<file path="config.mk">
export PLATFORM = sky130hd
export DESIGN_NAME = operand_packer4_8
export DESIGN_NICKNAME = d
export VERILOG_FILES = /design/src/rtl/operand_pkg.sv /design/src/rtl/operand_packer4_8.sv
export SDC_FILE = /design/constraint.sdc
export NUM_CORES = 1
export LEC_CHECK = 0
export BUFFER_PORTS_ARGS = -buffer_cell sky130_fd_sc_hd__buf_2
export CAP_MARGIN = 10
export CORE_ASPECT_RATIO = 0.75
export CORE_UTILIZATION = 40
export CTS_CLUSTER_DIAMETER = 60
export CTS_CLUSTER_SIZE = 20
export DETAILED_ROUTE_END_ITERATION = 8
export PLACE_DENSITY = 0.64
export SLEW_MARGIN = 15
export SYNTH_ARGS = -nofsm -noshare
export SYNTH_HDL_FRONTEND = slang
export SYNTH_SLANG_ARGS = --single-unit
</file>
<file path="constraint.sdc">
create_clock -name clk -period 2.02 [get_ports clk]
set_input_delay 0.404 -clock clk [delete_from_list [all_inputs] [get_ports clk]]
set_output_delay 0.404 -clock clk [all_outputs]
set_load 0.01 [all_outputs]
</file>
<file path="src/rtl/operand_pkg.sv">
// Shared operand types for the 4-operand adder tree datapath.
// Reused by the packer, the adder_tree4_8 wrappers and their benches.
package operand_pkg;
  localparam int OPERAND_WIDTH = 8;
  localparam int NUM_OPERANDS  = 4;

  typedef logic [OPERAND_WIDTH-1:0]  operand_t;
  typedef operand_t [NUM_OPERANDS-1:0] operand_vec_t;
  typedef logic [2:0]                group_len_t;
endpackage

</file>
<file path="src/rtl/operand_packer4_8.sv">
// Stream-to-vector packer: gathers up to four operands into one zero-filled a/b/c/d bundle
// held under a valid/ready handshake; a completed group waits in the slots if the output is busy.
module operand_packer4_8
  import operand_pkg::*;
#(
  parameter int DATA_WIDTH = OPERAND_WIDTH
) (
  input  logic                  clk,
  input  logic                  rst_n,
  input  logic                  in_valid,
  input  logic [DATA_WIDTH-1:0] in_data,
  input  logic                  in_last,
  output logic                  in_ready,
  output logic                  out_valid,
  input  logic                  out_ready,
  output logic [DATA_WIDTH-1:0] a,
  output logic [DATA_WIDTH-1:0] b,
  output logic [DATA_WIDTH-1:0] c,
  output logic [DATA_WIDTH-1:0] d,
  output group_len_t            group_len
);

  typedef logic [NUM_OPERANDS-1:0][DATA_WIDTH-1:0] lane_vec_t;

  lane_vec_t  slot_q, slot_d, out_q, out_d, fill;
  logic [1:0] idx_q, idx_d;
  logic       pend_q, pend_d;
  logic       vld_q, vld_d;
  group_len_t len_q, len_d;
  logic       out_free, accept, complete, xfer;

  // Ready is purely registered state plus reset: no path from in_valid or out_ready.
  assign in_ready = rst_n && !pend_q;

  always_comb begin
    out_free = !vld_q || out_ready;
    accept   = in_valid && in_ready;
    complete = accept && ((idx_q == 2'd3) || in_last);
    xfer     = out_free && (pend_q || complete);

    // The completing byte is merged here so it reaches the output the same edge it arrives.
    slot_d = slot_q;
    if (accept) slot_d[idx_q] = in_data;

    fill = '0;
    for (int i = 0; i < NUM_OPERANDS; i++)
      if (i <= int'(idx_q)) fill[i] = slot_d[i];

    idx_d  = idx_q;
    pend_d = pend_q;
    vld_d  = vld_q;
    out_d  = out_q;
    len_d  = len_q;

    if (vld_q && out_ready) vld_d = 1'b0;

    if (xfer) begin
      out_d  = fill;
      len_d  = {1'b0, idx_q} + 3'd1;
      vld_d  = 1'b1;
      idx_d  = 2'd0;
      pend_d = 1'b0;
    end else if (complete) begin
      // idx is kept: it still names the last real lane for the deferred transfer.
      pend_d = 1'b1;
    end else if (accept) begin
      idx_d = idx_q + 2'd1;
    end
  end

  always_ff @(posedge clk) begin
    if (!rst_n) begin
      slot_q <= '0;
      out_q  <= '0;
      idx_q  <= 2'd0;
      pend_q <= 1'b0;
      vld_q  <= 1'b0;
      len_q  <= '0;
    end else begin
      slot_q <= slot_d;
      out_q  <= out_d;
      idx_q  <= idx_d;
      pend_q <= pend_d;
      vld_q  <= vld_d;
      len_q  <= len_d;
    end
  end

  assign out_valid = vld_q;
  assign a         = out_q[0];
  assign b         = out_q[1];
  assign c         = out_q[2];
  assign d         = out_q[3];
  assign group_len = len_q;

endmodule

</file>
==> results by stage, run 1 <==
GRT:
- For this run, the total global-route usage over all layers was measured as 16.9%.
- The global-route congestion overflow total is 0.
- The global-route wire length before repair is 9.02 mm.
- Entering global routing, the biggest net connects 36 pins.
- The number of antenna violations at the first check in global routing came to 0.
- The number of global-route vias before repair is 1776.

Worst setup path:
- The critical path's slowest cell is and3b_1.
- In this run the worst setup path begins at idx_q[0].
- The category of cells accounting for the largest share of critical-path delay is simple AND/OR/NAND/NOR gates.
- The worst register-to-register path ends at a[2].
- The most frequent cell on the critical path is o21ai_0.
- Data on the critical path is required at its endpoint by 2290 ps.
- STA classifies the critical path endpoint as a flip-flop.
- The worst setup path is launched from a flip-flop.
- The worst reg2reg path depth is 6.
- The type of the worst setup path is reg -> reg.
- In this run the worst path has a maximum fanout of 8.
- The worst register-to-register path begins at idx_q[0].
- Traced cell by cell, the critical path runs through inv_1, ha_1, and3b_1, mux2i_1, o21ai_0, o21ai_0.
- The worst stage delay on the critical path is 480 ps.
- The register-to-register setup slack is 350 ps.
- Data arrives at the worst endpoint at 1940 ps.
- Counting buffers and inverters, the worst setup path is 6 cells deep.
- Following the worst setup path forward leads to its endpoint at a[2].
- The number of buffers and inverters on the critical path is 1.

Route:
- The number of nets with antenna violations after routing is 0.
- The final wirelength is 5.60 mm.
- In the final routed layout, each cell accounts on average for 14.6 um.
- The via density per instance is 4.94.
- For this run, the detailed router's first-pass iteration total came to 4.
- The number of DRC violations after detailed routing is 0.
- After the first detailed-routing iteration, the DRC count stood at 63.
- The via count of the routed design is 1896.

STA:
- Derived from the worst setup path, the maximum achievable clock frequency is 599 MHz.
- The count of final max-slew check failures is 0.
- Headroom to the max-slew limit came out at 66.3%.
- The worst setup slack after layout is 350 ps.
- Setup violations remaining at the end of the flow were counted as 0.
- The pin slew with the least headroom to its limit is 505 ps.
- The smallest clock period supported by the final layout is computed as 1670 ps.
- Setup repair after global routing left no endpoint under its margin.
- The final period utilization is 82.7%.
- The count of final hold-check violations came to 0.
- For the final database, setup skew stands at 5.33 ps.
- The final setup TNS is 0 ps.

Clocking:
- Counting the buffers created by CTS gives 9.
- The clock slew at the register clock pins of the worst setup and hold paths is 70 ps.
- The number of H-tree levels is 3.
- The number of sinks driven by the clock tree is 71.
- TritonCTS built the clock tree.
- At the later pin of the worst-skew pair, clock insertion delay measures 340 ps.
- Gates resized during post-CTS repair numbered 0.
- After clock tree synthesis, the setup repair step added 0 buffers.
- CTS placed an instance of clkbuf_8 at the clock tree root.
- The number of buffers between clock root and the deepest sink is 2.
- For this design, the CTS-stage hold fixing added 0 buffers.

Yosys:
- The leading register cell type out of synthesis is dfxtp_1.
- The share of flip-flops with an asynchronous set or reset after synthesis is 0%.
- Of the total synthesized cell area, the portion taken by AND, OR, NAND and NOR gates is 12.0%.
- The synthesized net count is 267.
- The mux share of post-synthesis cell area is 12.2%.
- The number of synthesized flops with an enable pin is 0.
- The count of different cell masters after synthesis is 28.
- The main combinational cell family by area after synthesis is compound AO/OA/AOI/OAI gates.
- A synthesized cell averages 10.9 sq um.
- After synthesis the cells add up to 2710 sq um.
- The post-synthesis adder-cell area fraction is 2.31%.
- Sorting the synthesized cells by how often they occur yields 71 x dfxtp_1, 33 x mux2i_1, 27 x nor2b_1, 24 x a32o_1, 21 x nand2_1.
- The total number of yosys warnings is 0.
- Summing the areas of all compound-gate instances in the mapped netlist gives 15.4% of the synthesized area.
- By area the synthesized netlist is led by dfxtp_1 52%, mux2i_1 12%, a32o_1 8.9%.
- The area share of the largest cell type after synthesis is 52.4%.
- After synthesis the netlist holds a flip-flop and latch count of 71.
- The xor-xnor portion of the synthesized cell area is 0.323%.
- By instance count, the leading cell after synthesis is dfxtp_1.
- For this run, the register share of the synthesized area comes to 52.4%.
- The cell count after synthesis is 249.
- The cell type contributing the most total cell area after synthesis is dfxtp_1.

Final layout:
- The flip-flop and latch area is 1420 sq um.
- The repair_antennas step left the layout with diodes totalling 0.
- At the end of the flow, the number of nets in the layout was 317.
- In the final layout, the multi-input gates occupy 1150 sq um.
- The finished cells cover 3220 sq um.
- In the final layout, the share of cells above drive strength 1 is 24.8%.
- The fill cell total of the finished layout is 606.
- Relative to the synthesized area, the layout overhead comes to 18.7%.

Die:
- 50 I/O pins were placed.
- The number of placement rows is 25.
- The floorplan step defined a core boundary enclosing 6410 sq um.
- The die extent in y is 73.3 um.
- The floorplan step defined a die boundary enclosing 7110 sq um.
- The initial utilization of the core area, before any placement, comes to 42.3%.
- Measured along the x axis, the die boundary spans 97.0 um.

Pwr:
- The completed layout was analyzed and its total power is 2.79 mW.
- Dividing total power by cell area gives a power density of 869 nW/um^2.
- The maximum resistive drop on vdd is 0.387 mV.
- Summed over all cells, the static leakage comes to 1.50 nW.

Min path:
- The min-delay analysis places its worst path in the category in -> reg.

Run status:
- The run finished with clean final reports.

Placed design:
- The HPWL after detailed placement is 3.89 mm.
- The count of input and output buffers is 49.
- Summing all placed instances gives a cell area of 3000 sq um.
- OpenSTA, run right after detailed placement, puts the worst setup slack at 350 ps.
- The placer congestion estimate is 0.770.

Job:
- The reported max-cap violation count is 0.
[power by group]
group	internal, mW	total (mW)	switching [mW]
registers	1.42	1.43	0.0106
clock network	0.718	1.21	0.492
logic	0.0583	0.149	0.0910
total	2.20	2.79	0.593
[cell type report]
class	instances	share of cell area (%)
Timing Repair Buffer	56	9.26
Sequential cell	71	44.2
Tap cell	81	3.15
Clock inverter	4	2.18
Clock buffer	11	4.40
Multi-Input combinational cell	151	35.6
Inverter	10	1.17
[worst min path at each step]
stage / start / endpoint / depth (start not counted)
floorplan: slot_q[1] / slot_q[1] / 2
global placement: slot_q[3] / slot_q[3] / 2
detailed placement: slot_q[7] / slot_q[7] / 2
CTS: out_ready / pend_q / 4
global route: out_ready / pend_q / 4
finish: out_ready / pend_q / 4
[cell usage in the layout (no fill, tap or decap), drive strengths merged, types with 7 or more instances in the layout]
master   n
nor2b   27
a32o    24
nand2   21
o21ai   18
nor2     7
clkbuf  11
inv     10
buf     56
mux2i   33
dfxtp   71
[tightest hold or removal path, cell delays in order]
cell     delay (ps)
buf_2            80
nor2b_1          40
nand2_1          50
nor2_1           40
[registers in the layout, summed over array words and instances, names as in the netlist]
name / flops
c: 8
b: 8
group_len: 3
a: 8
idx_q: 2
d: 8
slot_q: 32
out_valid: 1
pend_q: 1
[kinds of logic after synthesis]
family | Yosys count
XOR/XNOR | 1
flip-flops | 71
multiplexers | 33
AND/OR/NAND/NOR | 62
buffers and inverters | 27
AO/OA/AOI/OAI | 50
adder cells (fa/ha/maj) | 5
[layer usage]
layer  GRT usage (%)  wire, um  vias to the layer above
met1            22.9      2940                      872
met2            24.0      2280                       40
met4            6.97        77                        0
met3            6.47       308                       10
met5               0         0                        -
li1                -         -                      974
[per-stage QoR]
step / utilization, % / instances / hold WS [ps]
floorplan: - / 249 / 435
global placement: 46.8 / 369 / 449
detailed placement: 46.8 / 369 / 455
CTS: 50.1 / 384 / 293
global route: 50.1 / 384 / 316
finish: 50.1 / 384 / 311
Note: power is estimated with default switching activity, not from simulation.
==> run 2, diff against run 1 <==
==> constraint.sdc (replaced) <==
create_clock -name clk -period 1.6 [get_ports clk]
set_input_delay 0.32 -clock clk [delete_from_list [all_inputs] [get_ports clk]]
set_output_delay 0.32 -clock clk [all_outputs]
set_load 0.01 [all_outputs]
==> run 2 against run 1 <==
Largest cell class unchanged. Clock skew is 0.80 ps higher. Non-clock buffer count grew 7. Die area unchanged. Design area is 4.8% higher. Sequential cell count stayed put. Register-to-register slack got worse by 300 ps. Critical path type unchanged.
==> results by stage, run 2 (synthesis gave the netlist of run 1 again) <==
Worst setup path:
- The critical path's slowest cell is dfxtp_4.
- The worst setup path is launched from a flip-flop.
- The largest fanout on the critical path is 14 (+6).
- The worst setup path is captured at a flip-flop.
- The worst register-to-register path ends at group_len[1].
- The kind of cell with the highest combined delay along the critical path is compound AO/OA/AOI/OAI gates.
- The number of buffers and inverters on the critical path is 2 (+1).
- The required time at the endpoint of the critical path is 1880 ps (-410 ps).
- The worst stage delay on the critical path is 360 ps (-120 ps).
- The data arrival time of the worst path was 1830 ps (-110 ps).
- The type of the worst setup path is reg -> reg.
- Following the worst setup path forward leads to its endpoint at group_len[1].
- The worst reg2reg path depth is 7 (+1).
- The register-to-register setup slack came to 50 ps (-300 ps).
- The most critical setup path has its startpoint at idx_q[0].
- The number of gates on the worst path with buffers counted is 7 (+1).
- Walking the worst path, the cells encountered are ha_2, o211a_4, o21ai_4, buf_12, buf_12, nand2_1, a21boi_2.
- The reg-to-reg critical path startpoint is idx_q[0].
- The most frequent cell on the critical path is buf_12.

Clocking:
- The clock tree from TritonCTS is done.
- The number of CTS-inserted buffers is 9 (unchanged).
- The number of sinks driven by the clock tree is 71 (unchanged).
- The clock slew at the register clock pins of the worst setup and hold paths is 70 ps (about the same).
- The buffer cell driving the clock tree root is clkbuf_8.
- The clock insertion delay at the later pin of the skew report is 340 ps (about the same).
- The number of buffers between clock root and the deepest sink is 2 (unchanged).
- The post-cts hold buffer count is 0 (unchanged).
- The number of H-tree levels is 3 (unchanged).

Final layout:
- The total inserted antenna cells is 0 (unchanged).
- The number of flip-flops in the largest register is 32 (unchanged).
- The fill cell total of the finished layout is 573 (-5.4%).
- The fraction of the core area covered by cells at the end of the flow is 52.6% (+2.4 points).
- The library cell used most frequently in the layout, excluding fill and tap cells, is dfxtp_1.
- The area growth from synthesis to layout is 24.4%.
- The number of nets at the end of the flow is 324 (+2.2%).
- Ranked by flip-flop count, first place goes to slot_q.
- The layout cell share with drive strength beyond 1 is 29.9% (+5.2 points).
- The top cell types in the final layout, fill and taps aside, are 69 x dfxtp_1, 49 x buf_2, 32 x mux2i_1, 27 x nor2b_1, 24 x a32o_1.

Pwr:
- The maximum resistive drop on vdd was 0.602 mV (+56%).
- The power per cell area is 1030 nW/um^2 (+18%).
- The sequential share of power is 52.1% (+0.8 points).
- The net switching share of the total power was 23.3% (+2.1 points).
- The power share of the combinational group is 6.3% (+1.0 points).
- The clock share of power is 41.6% (-1.7 points).
- The total chip power is 3.47 mW (+24%).
- The switching power of the nets came to 0.809 mW (+36%).
- The internal power consumption is 2.66 mW (+21%).
- The leakage dissipation came to 1.56 nW (+4.2%).

STA:
- The pin slew with the least headroom to its limit was 316 ps (-189 ps).
- The count of final hold-check violations came to 0 (unchanged).
- The worst setup slack after layout came to 52.0 ps (-298 ps).
- The max-slew headroom at the worst pin is 78.9% (+13 points).
- The post-route minimum period was 1550 ps (-122 ps).
- The final setup TNS came to 0 ps (unchanged).
- The count of final max-slew check failures is 0 (unchanged).
- The maximum clock skew at final layout is 6.14 ps (+0.804 ps).
- The achievable frequency came to 646 MHz (+7.9%).
- The setup violation total in the final timing report is 0 (unchanged).
- The final period utilization is 96.7% (+14 points).

Die:
- The die area is 7110 sq um (unchanged).
- The die extent in y is 73.3 um (unchanged).
- The width of the chip is 97.0 um (unchanged).
- The core area is 6410 sq um (unchanged).
- The number of placed I/O pins came to 50 (unchanged).
- The number of placement rows is 25 (unchanged).
- The initial core utilization came to 42.3% (unchanged).

Placed design:
- The pre-CTS worst setup slack is -32.9 ps (-383 ps).
- The total half-perimeter wirelength after legalization and detailed placement is 3.90 mm (+0.43%).
- The count of input and output buffers is 49 (unchanged).
- The placer congestion estimate came to 0.760 (-1.2%).

GRT:
- The total routing resource utilization after global routing is 17.0% (+0.12 points).
- The number of antenna violations at the first check in global routing is 0 (unchanged).
- The number of global-route vias before repair is 1770 (-0.34%).
- The global-route wire length before repair is 9.12 mm (+1.1%).
- The global-route congestion overflow total came to 0 (unchanged).
- The maximum number of pins on one net before global-route repair came to 37 (+2.8%).

Route:
- The DRC violation total after the first TritonRoute iteration is 91 (+44%).
- After detailed routing, no signal wire sits above met4.
- The routed length on met2 is 2.27 mm (-0.40%).
- The routed metal-1 wirelength is 2.91 mm (-0.75%).
- The met3 layer wire length in the routed design was 365 um (+19%).
- The via count of the routed design is 1949 (+2.8%).
- The number of detailed-route iterations in the first pass came to 4 (unchanged).
- The number of DRC violations after detailed routing is 0 (unchanged).
- The final wirelength is 5.60 mm (about the same).
- The number of nets with antenna violations after routing came to 0 (unchanged).
- The via density per instance was 4.97 (+0.70%).
- The average detailed-routed wire length per instance is 14.3 um (-2.0%).

Run status:
- The run finished with clean final reports.

Job:
- The reported max-cap violation count came to 0 (unchanged).

Min path:
- The startpoint of the tightest hold check path is out_ready.
- The tightest min-delay check is of the in -> reg type.
## run 2: cell type report
cell class | instances | area [sq um] | share of cell area [%]
Sequential cell | 71 | 1430 | 42.3
Timing Repair Buffer | 63 | 429 | 12.7
Multi-Input combinational cell | 151 | 1170 | 34.7
Clock inverter | 6 | 68.8 | 2.04
Inverter | 10 | 37.5 | 1.11
Tap cell | 81 | 101 | 3.01
Clock buffer | 10 | 138 | 4.08
## run 2: how the worst min path moves through the flow
stage | slack [ps] | cells after the start | to
after floorplan | 440 | 2 | slot_q[1]
after global placement | 450 | 2 | slot_q[7]
after detailed placement | 450 | 2 | slot_q[3]
after CTS | 210 | 4 | pend_q
after global routing | 210 | 4 | pend_q
final | 220 | 4 | pend_q
## run 2: power by group through the flow
stage	clock network (mW)	registers (mW)	logic [mW]
finish	1.44	1.81	0.218
global route	1.58	1.81	0.237
CTS	1.50	1.81	0.203
detailed placement	0	1.85	0.202
global placement	0	1.85	0.201
floorplan	0	1.85	0.120
## run 2: layer usage
metal  up-vias  global-route usage, %
met4         0                   6.30
met1       901                   23.8
met5         -                      0
met2        51                   22.6
li1        991                      -
met3         6                   7.71
## run 2: worst register-to-register path: cells and delay by family, from the launching register on
kind / cells / cell delay (ps)
buf+inv: 2 / 280
fa+ha+maj: 1 / 200
flops: 1 / 360
compound gates: 3 / 580
simple gates: 1 / 70
## run 2: metrics by stage
stage          cells  hold WS, ps  cell area [sq um]
2_1_floorplan    249          435               2710
3_3_place_gp     374          451               3090
3_5_place_dp     374          453               3090
4_1_cts          390          207               3310
5_1_grt          392          212               3370
6_report         392          224               3370
## run 2: repair_timing
| item | in CTS | in global routing |
|---|---|---|
| buffers inserted | 0 | 2 |
| endpoints found under the hold margin | 0 | 0 |
| resized for setup | 4 | 13 |
| setup endpoints to repair | 11 | 36 |
| pin swaps | 0 | 1 |
